--- config.mk ---
export PLATFORM = sky130hd
export DESIGN_NAME = escalonador_processos
export DESIGN_NICKNAME = d
export VERILOG_FILES = /design/src/rtl/escalonador_processos.sv
export SDC_FILE = /design/constraint.sdc
export NUM_CORES = 1
export LEC_CHECK = 0
export BUFFER_PORTS_ARGS = -buffer_cell sky130_fd_sc_hd__clkbuf_2
export CELL_PAD_IN_SITES_DETAIL_PLACEMENT = 1
export CELL_PAD_IN_SITES_GLOBAL_PLACEMENT = 2
export CORE_AREA = 2 2 76 78
export DETAILED_ROUTE_END_ITERATION = 8
export DIE_AREA = 0 0 78 80
export GPL_TIMING_DRIVEN = 0
export PLACE_DENSITY = 0.87
export SETUP_SLACK_MARGIN = 0.3
export SLEW_MARGIN = 20
export SYNTH_ARGS = -nofsm -noshare
export SYNTH_HDL_FRONTEND = slang
export SYNTH_SLANG_ARGS = --single-unit
--- constraint.sdc ---
create_clock -name Clock -period 2.6 [get_ports Clock]
set_clock_uncertainty 0.05 [all_clocks]
set_input_delay 0.26 -clock Clock [delete_from_list [all_inputs] [get_ports Clock]]
set_output_delay 0.26 -clock Clock [all_outputs]
set_load 0.05 [all_outputs]
--- src/rtl/escalonador_processos.sv ---
// Round-robin process scheduler: dispatches ready user processes from the SO partition,
// counts retired instructions per time slice and pulses context save/restore on each switch.
module escalonador_processos #(
    parameter int QUANTUM  = 16,
    parameter int NUM_PROC = 13
) (
    input  logic        Clock,
    input  logic        Reset,
    input  logic        Habilita,
    input  logic        Instr_Valid,
    input  logic [12:0] Proc_Pronto,
    input  logic        Fim_Processo,
    output logic [3:0]  Indice_Processo,
    output logic        Change_Offset,
    output logic        Salvar_Contexto,
    output logic        Carregar_Contexto,
    output logic        Em_SO,
    output logic [7:0]  Contador_Quantum
);

    typedef enum logic [2:0] {SO, BUSCA, CARREGA, EXEC, SALVA} estado_t;

    localparam logic [13:0] MASCARA_LARGA = (14'd1 << NUM_PROC) - 14'd1;

    estado_t     estado, prox_estado;
    logic [3:0]  ultimo, prox_ultimo;
    logic [3:0]  candidato, prox_candidato;
    logic [3:0]  testados, prox_testados;
    logic [3:0]  prox_indice;
    logic        prox_change, prox_salvar, prox_carregar, prox_em_so;
    logic [7:0]  prox_contador;
    logic [15:0] pronto_valido;
    logic [3:0]  cand_idx;
    logic        cand_pronto;

    // Zero-extended to 16 bits so any 4-bit candidate index stays in range.
    assign pronto_valido = {3'b000, Proc_Pronto & MASCARA_LARGA[12:0]};
    assign cand_idx      = candidato - 4'd1;
    assign cand_pronto   = pronto_valido[cand_idx];

    function automatic logic [3:0] seguinte(input logic [3:0] p);
        return (p >= 4'(NUM_PROC)) ? 4'd1 : p + 4'd1;
    endfunction

    always_comb begin
        prox_estado    = estado;
        prox_ultimo    = ultimo;
        prox_candidato = candidato;
        prox_testados  = testados;
        prox_indice    = Indice_Processo;
        prox_em_so     = Em_SO;
        prox_contador  = Contador_Quantum;
        prox_change    = 1'b0;
        prox_salvar    = 1'b0;
        prox_carregar  = 1'b0;
        case (estado)
            SO: begin
                if (Habilita && (|pronto_valido)) begin
                    prox_estado    = BUSCA;
                    prox_candidato = seguinte(ultimo);
                    prox_testados  = 4'd0;
                end
            end
            BUSCA: begin
                if (cand_pronto) begin
                    prox_estado   = CARREGA;
                    prox_indice   = candidato;
                    prox_ultimo   = candidato;
                    prox_change   = 1'b1;
                    prox_carregar = 1'b1;
                    prox_em_so    = 1'b0;
                    prox_contador = 8'd0;
                end else if (testados == 4'(NUM_PROC - 1)) begin
                    prox_estado = SO;
                end else begin
                    prox_candidato = seguinte(candidato);
                    prox_testados  = testados + 4'd1;
                end
            end
            CARREGA: prox_estado = EXEC;
            EXEC: begin
                // Saturates at QUANTUM; expiry and termination share one SALVA.
                if (Instr_Valid && (Contador_Quantum != 8'(QUANTUM)))
                    prox_contador = Contador_Quantum + 8'd1;
                if (Fim_Processo || (Instr_Valid && (Contador_Quantum == 8'(QUANTUM - 1)))) begin
                    prox_estado = SALVA;
                    prox_salvar = 1'b1;
                    prox_change = 1'b1;
                    prox_indice = 4'd0;
                    prox_em_so  = 1'b1;
                end
            end
            SALVA: prox_estado = SO;
            default: begin
                prox_estado = SO;
                prox_indice = 4'd0;
                prox_em_so  = 1'b1;
            end
        endcase
    end

    always_ff @(posedge Clock or negedge Reset) begin
        if (!Reset) begin
            estado            <= SO;
            ultimo            <= 4'd0;
            candidato         <= 4'd1;
            testados          <= 4'd0;
            Indice_Processo   <= 4'd0;
            Em_SO             <= 1'b1;
            Contador_Quantum  <= 8'd0;
            Change_Offset     <= 1'b0;
            Salvar_Contexto   <= 1'b0;
            Carregar_Contexto <= 1'b0;
        end else begin
            estado            <= prox_estado;
            ultimo            <= prox_ultimo;
            candidato         <= prox_candidato;
            testados          <= prox_testados;
            Indice_Processo   <= prox_indice;
            Em_SO             <= prox_em_so;
            Contador_Quantum  <= prox_contador;
            Change_Offset     <= prox_change;
            Salvar_Contexto   <= prox_salvar;
            Carregar_Contexto <= prox_carregar;
        end
    end

endmodule

# Yosys cells after proc, flatten, opt, wreduce, memory -nomap -nowiden
# Cells that the tools add are included.
# Widths: inputs -> output; s select.
# word_totals
ff_bits	31
input_bits	18
output_inout_bits	16
elab_cells	78
# classes
n_lt_le_gt_ge	3
n_mux	31
addsub	5
n_reduce_logical	14
bitwise	1
n_eq_ne	14
# op_table
operator	count
$mux 4	10
$mux 8	2
$pmux 4 s2	2
$pmux 8 s2	1
$reduce_or 13->1	1
$add 4x1->4 const B	3
$mux 3	4
$ne 2x2->1 const B	6
$pmux 3 s4	1
$pmux 4 s3	1
$reduce_and 3->1	3
$add 8x1->8 const B	1
$eq 8x4->1 const B	1
$ge 4x4->1 const B	2
$ne 8x5->1 const B	1
$mux 1	7
$eq 3x2->1 const B	2
$lt 4x5->1 const B	1
$bmux 1 s4	1
$eq 4x4->1 const B	1
$reduce_and 4->1	1
$reduce_bool 2->1	2
$sub 4x1->4 const B	1
$eq 3x1->1 const B	1
10 further kinds	12

# Depth between registers and ports, before layout
# Gate-level depths: netlist (run 1).
# logic_depth
depth_word	5
ltp_mapped	10
mapped_depth_nobuf	8

# Least setup slack after synthesis (run 1)
# OpenSTA, ideal clock, no wires.
# synth_timing
kind	register to register
from	register candidato[0]
to	register candidato[2]
path_stages_with_launch	10
setup_ps	135
path_slack_ps	257
arrival_ps	2158
path_buffers	2
period_less_slack_ps	2343
required_ps	2415
cell_sequence	dfstp_2 > buf_6 > inv_1 > ha_1 > mux4_2 > mux2i_1 > mux2i_1 > buf_2 > a221oi_1 > o22ai_1
# synth_via
elab_chain_cells	5
elab_cells_between_ends	11
classes_between	2 x add/sub; 1 x order compare; 1 x eq/ne; 6 x mux; 1 x reduce/logical
# synth_rtl
item	line_no	rtl
start: declaration	27	logic [3:0] candidato, prox_candidato;
start signal: assignment	117	candidato <= prox_candidato;
$sub 4x1->4, or another cell as far along	38	assign cand_idx = candidato - 4'd1;
$bmux 1 s4 or $mux 4 (tied branches)	39, 42	
$mux 1 (not written as such) or $mux 4 (tied branches)	39, 73	
$ne 2x2->1 (no source line) or $mux 4 (tied branches)	-	
$reduce_and 4->1 (no source line) or $pmux 4 s2 (tied branches)	-	
# Several ways; a longest one is shown, not always the timed one. The select of a mux whose other input is x is not followed.
# A chain may end at the register's enable or synchronous reset.

# Worst setup path in the final report (run 1)
# layout_timing
from	register candidato[0]
to	register testados[1]
# layout_via
elab_chain_cells	5
# layout_rtl
item	line_no	rtl
$sub 4x1->4	38	
$bmux 1 s4	39	assign cand_pronto = pronto_valido[cand_idx];
$mux 1 (not written as such)	39	
$ne 2x2->1 (no source line)	-	
$reduce_and 4->1 (no source line)	-	
end signal: assignment	118	testados <= prox_testados;
end: declaration	28	logic [3:0] testados, prox_testados;
# No other way between the ends. The select of a mux whose other input is x is not followed.

==> results of run 1 <==
## logic make-up after synthesis
group / count (synthesis) / synth area share (%)
AND/OR/NAND/NOR: 59 / 17.9
AO/OA/AOI/OAI: 35 / 13.4
flip-flops: 31 / 43.3
buffers and inverters: 19 / 4.53
multiplexers: 12 / 8.98
XOR/XNOR: 10 / 4.87
adder cells (fa/ha/maj): 10 / 6.96
## through the flow
| stage | cell area, um2 | hold WS [ns] | TNS, ns | total power (uW) |
|---|---|---|---|---|
| final | 2460 | 0.00240 | 0 | 3560 |
| after global routing | 2460 | 0.0430 | 0 | 3820 |
| after CTS | 2280 | 0.0263 | 0 | 3140 |
| after detailed placement | 2060 | 0.343 | -0.649 | 2380 |
| after global placement | 2060 | 0.328 | -0.552 | 2350 |
| after floorplan | 1810 | -0.0856 | 0 | 1980 |
## state kept, by name (all words and copies together), names as in the netlist
register           flops
Salvar_Contexto        1
Em_SO                  1
ultimo                 4
Change_Offset          1
Carregar_Contexto      1
Contador_Quantum       8
testados               4
estado                 3
candidato              4
Indice_Processo        4
## power by group through the flow
stage                     combinational, uW  sequential, uW  clock [uW]
after global routing                   2560             838         418
after floorplan                        1010             963           0
after detailed placement               1550             827           0
after global placement                 1530             822           0
final                                  2370             813         375
after CTS                              1950             809         384
## synth_stat cells (all sizes together), types with 3 or more instances
| master | count |
|---|---|
| a21o | 3 |
| nor2b | 4 |
| o22ai | 3 |
| a22o | 4 |
| ha | 10 |
| dfrtp | 29 |
| clkbuf | 3 |
| nand2 | 10 |
| nand4 | 7 |
| buf | 3 |
| nand2b | 3 |
| nor3 | 4 |
| mux2 | 3 |
| nand3 | 6 |
| mux4 | 3 |
| a21oi | 7 |
| inv | 13 |
| mux2i | 6 |
| xor2 | 7 |
| a31oi | 4 |
| xnor2 | 3 |
| o21ai | 4 |
| nor2 | 11 |
## routing by layer
layer / track usage (%) / routed length (um) / vias to the layer above
met3: 5.54 / 159 / 7
met1: 22.0 / 2200 / 775
li1: - / - / 746
met5: 0 / 0 / -
met2: 26.9 / 2530 / 25
met4: 4.74 / 67 / 0
## worst max-delay path: stages, from the launching register on
cell	delay, ns
dfstp_2	0.55
buf_6	0.11
inv_4	0.03
ha_4	0.28
mux4_2	0.30
mux2i_2	0.22
mux2i_4	0.14
buf_6	0.14
a21o_4	0.22
a32o_1	0.20
## path summary, 6_finish.rpt
kind | start | endpoint | slack (ns) | cells past startpoint
setup / recovery | candidato[0]$_DFFE_PN1P_ | testados[1]$_DFFE_PN0P_ | 0.23 | 9
hold / removal | Reset | estado[1]$_DFFE_PN0P_ | 0.002 | 1
setup reg to reg | candidato[0]$_DFFE_PN1P_ | testados[1]$_DFFE_PN0P_ | 0.23 | 9
hold reg to reg | testados[3]$_DFFE_PN0P_ | testados[3]$_DFFE_PN0P_ | 0.45 | 1
max in group asynchronous | Reset | ultimo[2]$_DFFE_PN0P_ | 1.98 | 1
min in group Clock | Fim_Processo | estado[1]$_DFFE_PN0P_ | 0.41 | 5
## repair_timing
action	4_1_cts	5_1_grt
setup buffers	8	1
pin swaps	8	16
resized for setup	20	36
setup endpoints to repair	29	29
cloned	1	1
endpoints found under the hold margin	0	0
## final cells by class
| class | instances | area share, % |
|---|---|---|
| Multi-Input combinational cell | 126 | 45.7 |
| Clock buffer | 7 | 3.10 |
| Inverter | 13 | 2.39 |
| Buffer | 6 | 2.04 |
| Sequential cell | 31 | 31.7 |
| Clock inverter | 1 | 0.204 |
| Tap cell | 72 | 3.66 |
| Timing Repair Buffer | 44 | 11.2 |
==> results.yml, run 1 <==
drt:
  dr.pass1.iters: 4
  ant_nets: 0
  routed_wl_um: 4960
  drcViolationCount: 0
  first_iter_violations: 45
  num_vias: 1553
  viasPerCell: 5.18
  wl_per_cell_um: 16.5
sta:
  finalHoldViolations: 0
  fin_crit_sh_pct: 91.0
  fin_ws_ns: 0.235
  max_freq_ghz: 0.423
  worst_pin_slew_ns: 0.810
  finalSetupViolCount: 0
  finalCriticalPeriod_ns: 2.37
  slew_headroom_pct: 46.0
  maxSlewViolCount: 0
  rsz0062_at_grt: "yes"
die:
  io_pins: 34
  start_util_pct: 33.2
  die_w_um: 78
  die_h_um: 80
  core_mm2: 0.00541
  rows: 27
  dieArea_mm2: 0.00624
placed_design:
  post-place-cells: 281
  dp_slack_ns: -0.113
  dp_hpwl_um: 3290
  gp_congestion: 0.731
  io_buffers: 33
yosys:
  synth_flop_cell: "dfrtp_1"
  synth_edf_count: 0
  synth_area_leaders: "dfrtp_1 (40%), ha_1 (7.0%), mux4_2 (3.8%), xor2_1 (3.4%), mux2i_1 (3.3%)"
  synth.largest_area_cell: "dfrtp_1"
  synth_fp_nets: 204
  synth_top_cell_area_share_pct: 40.4
  ys.warnings.count: 0
  synth-seq-area-share_pct: 43.3
  synth.distinct_cells: 44
  syn_area_mm2: 0.00180
  ys_seq_elements: 31
  async_flop_share_pct: 100
  avgSynthCellArea_um2: 10.2
  synth_cells: 176
worst_setup_path:
  critPathArrivalTime_ns: 2.50
  critPathMaxFanout: 6
  crit_type: "reg2reg"
  cp-start-kind: "flop"
  crit_required_ns: 2.73
  cp-end-kind: "flop"
clocking:
  insertion_delay_ns: 0.29
  clk_path_buf_depth: 2
  numCtsBuffers: 5
  postCtsHoldBufs: 0
  clkSinkCount: 31
  htreeDepth: 2
  root_buffer: "clkbuf_8"
  clk_pin_slew_ns: 0.07
  cts_tree: "built"
cells_and_area:
  mostFrequentLayoutCell: "clkbuf_2"
  seq_area_um2: 778
  instances_no_fill: 300
  multi_input_area_mm2: 0.00112
  fillers: 620
  drive_gt1_share_pct: 39.5
  num-nets-final: 255
  antenna_cells: 0
  syn_to_final_growth_pct: 36.8
  final_cell_mix: "clkbuf_2 (34), dfrtp_1 (29), inv_1 (11)"
  fin_util_pct: 45.5
job:
  cap_violations: 0
grt:
  overflow: 0
  grt_pass1_vias: 1607
  grt_pass1_wl_um: 8040
  grt_max_degree: 32
  grtUsageTotal_pct: 16.9
  antenna_found_initial: 0
power_and_ir_drop:
  p_seq_share_pct: 22.9
  p_leak_uw: 0.00111
  switching_share_pct: 47.0
  combPwrFrac_pct: 66.6
  ir_worst_vdd_mv: 0.664
  power.density_mw_per_mm2: 1450
  p_sw_uw: 1670
  internal-power_uw: 1890
  pwr-share-clk_pct: 10.5
outcome:
  status: "finished clean"
hold_path:
  hp-class: "in2async"
Power figures use the tool's default switching activity.
==> run 2, diff against run 1 <==
--- a/config.mk
+++ b/config.mk
@@ -11,7 +11,6 @@
 export CORE_AREA = 2 2 76 78
 export DETAILED_ROUTE_END_ITERATION = 8
 export DIE_AREA = 0 0 78 80
-export GPL_TIMING_DRIVEN = 0
 export PLACE_DENSITY = 0.87
 export SETUP_SLACK_MARGIN = 0.3
 export SLEW_MARGIN = 20
==> run 2 against run 1 <==
Via count increased by 0.13%. Maximum frequency decreased by 0.57%. Die area unchanged. Global-route usage decreased by 1.4 points. Cell count decreased by 1.0%. First-iteration DRC count increased by 42%. Cell area decreased by 5.9%. Combinational power decreased by 19%. Power decreased by 10%. Utilization decreased by 2.7 points. Clock-buffer cell count unchanged. Critical path type unchanged. Largest power group unchanged.
==> results.yml, run 2 (synthesis gave the netlist of run 1 again) <==
sta:
  maxSlewViolCount: 0
  worst_pin_slew_ns: 0.788
  finalHoldViolations: 0
  hold_ws_ns: 0.00465
  rsz0062_at_grt: "yes"
  tns_ns: 0
  fin_ws_ns: 0.221
  finalSetupViolCount: 0
  slew_headroom_pct: 47.5
  fin_crit_sh_pct: 91.5
  max_freq_ghz: 0.420
  finalCriticalPeriod_ns: 2.38
clocking:
  htreeDepth: 2
  clk_path_buf_depth: 2
  insertion_delay_ns: 0.27
  numCtsBuffers: 5
  clkSinkCount: 31
  clk_pin_slew_ns: 0.07
  cts_tree: "built"
  root_buffer: "clkbuf_8"
power_and_ir_drop:
  p_total_uw: 3180
  ir_worst_vdd_mv: 0.525
  switching_share_pct: 46.9
  pwr-share-clk_pct: 13.2
  combPwrFrac_pct: 60.3
  power.density_mw_per_mm2: 1380
  internal-power_uw: 1690
  p_sw_uw: 1490
  p_seq_share_pct: 26.5
  p_leak_uw: 0.00110
grt:
  grt_max_degree: 32
  grt_pass1_wl_um: 7600
  overflow: 0
  grt_pass1_vias: 1536
  antenna_found_initial: 0
  grtUsageTotal_pct: 15.5
cells_and_area:
  antenna_cells: 0
  fillers: 630
  num-nets-final: 252
  seq_area_um2: 779
  drive_gt1_share_pct: 33.8
  largest_reg_flops: 8
  largest-register: "Contador_Quantum"
  final_area_mm2: 0.00231
  mostFrequentLayoutCell: "clkbuf_2"
  multi_input_area_mm2: 0.00101
  final_cell_mix: "clkbuf_2 (33), dfrtp_1 (28), inv_1 (11), nor2_1 (11)"
  syn_to_final_growth_pct: 28.8
die:
  start_util_pct: 33.2
  core_mm2: 0.00541
  io_pins: 34
  die_w_um: 78
  die_h_um: 80
  rows: 27
  dieArea_mm2: 0.00624
drt:
  first_iter_violations: 64
  viasPerCell: 5.24
  routed_wl_um: 4820
  num_vias: 1555
  wl_per_cell_um: 16.2
  dr.pass1.iters: 4
  drcViolationCount: 0
  ant_nets: 0
job:
  cap_violations: 0
worst_setup_path:
  critPathArrivalTime_ns: 2.49
  critPathMaxFanout: 6
  cp-end-kind: "flop"
  cp-start-kind: "flop"
  crit_required_ns: 2.71
  crit_type: "reg2reg"
placed_design:
  dp_slack_ns: 0.175
  dp_hpwl_um: 3250
  place_area_mm2: 0.00207
  gp_congestion: 0.738
  io_buffers: 33
hold_path:
  hp-class: "in2async"
outcome:
  status: "finished clean"
==> run 2: cell types whose count changed in the layout (fill, tap and decap cells not counted), sizes merged <==
| cell | before | now |
|---|---|---|
| clkinvlp | 0 | 1 |
| buf | 13 | 14 |
| clkbuf | 44 | 40 |
| clkinv | 1 | 0 |
==> run 2: layout make-up <==
type,instances,area share (%)
clock inverters,1,0.324
repair buffers,47,12.2
flip-flops and latches,31,33.7
clock buffers,7,4.16
inverters,13,2.22
multi-input cells,126,43.5
well taps,72,3.89
==> run 2: worst max-delay path, cell delays in order, from the launching register on <==
cell and delay, ns:
dfstp_2 0.56, inv_2 0.06, ha_4 0.29, mux4_2 0.31, mux2i_1 0.18, mux2i_1 0.15, buf_4 0.21, a21o_4 0.26
a32o_1 0.21
==> run 2: metrics by stage <==
stage / std cells / util (%)
2_1_floorplan: 176 / -
3_3_place_gp: 280 / 38.3
3_5_place_dp: 280 / 38.3
4_1_cts: 289 / 40.6
5_1_grt: 297 / 42.8
6_report: 297 / 42.8
==> run 2: worst paths after layout <==
check / cells past startpoint / from / slack [ns] / to
min in group Clock: 1 / testados[3]$_DFFE_PN0P_ / 0.44 / testados[3]$_DFFE_PN0P_
max: 8 / candidato[0]$_DFFE_PN1P_ / 0.22 / testados[1]$_DFFE_PN0P_
min: 1 / Reset / 0.005 / testados[3]$_DFFE_PN0P_
min reg2reg: 1 / testados[3]$_DFFE_PN0P_ / 0.44 / testados[3]$_DFFE_PN0P_
max reg2reg: 8 / candidato[0]$_DFFE_PN1P_ / 0.22 / testados[1]$_DFFE_PN0P_
max in group asynchronous: 1 / Reset / 1.95 / candidato[1]$_DFFE_PN0P_
==> run 2: per-layer routing <==
layer,up-vias,wire (um),global-route usage (%)
li1,744,-,-
met4,0,55,3.68
met5,-,0,0
met3,7,111,2.71
met2,20,2380,26.8
met1,784,2270,20.1
==> run 2: what timing repair did <==
item / 4_1_cts / 5_1_grt
gates cloned: 0 / 1
setup endpoints to repair: 13 / 14
buffers inserted: 1 / 7
hold buffers: 0 / 0
hold endpoints to repair: 0 / 0
pin swaps: 0 / 5
resized for setup: 3 / 16
==> run 2: power by group through the flow <==
stage	clock network, uW	registers (uW)	logic, uW
6_report	421	843	1920
4_1_cts	436	841	1630
5_1_grt	462	873	2080
3_5_place_dp	0	861	1550
3_3_place_gp	0	853	1520
2_1_floorplan	0	963	1010
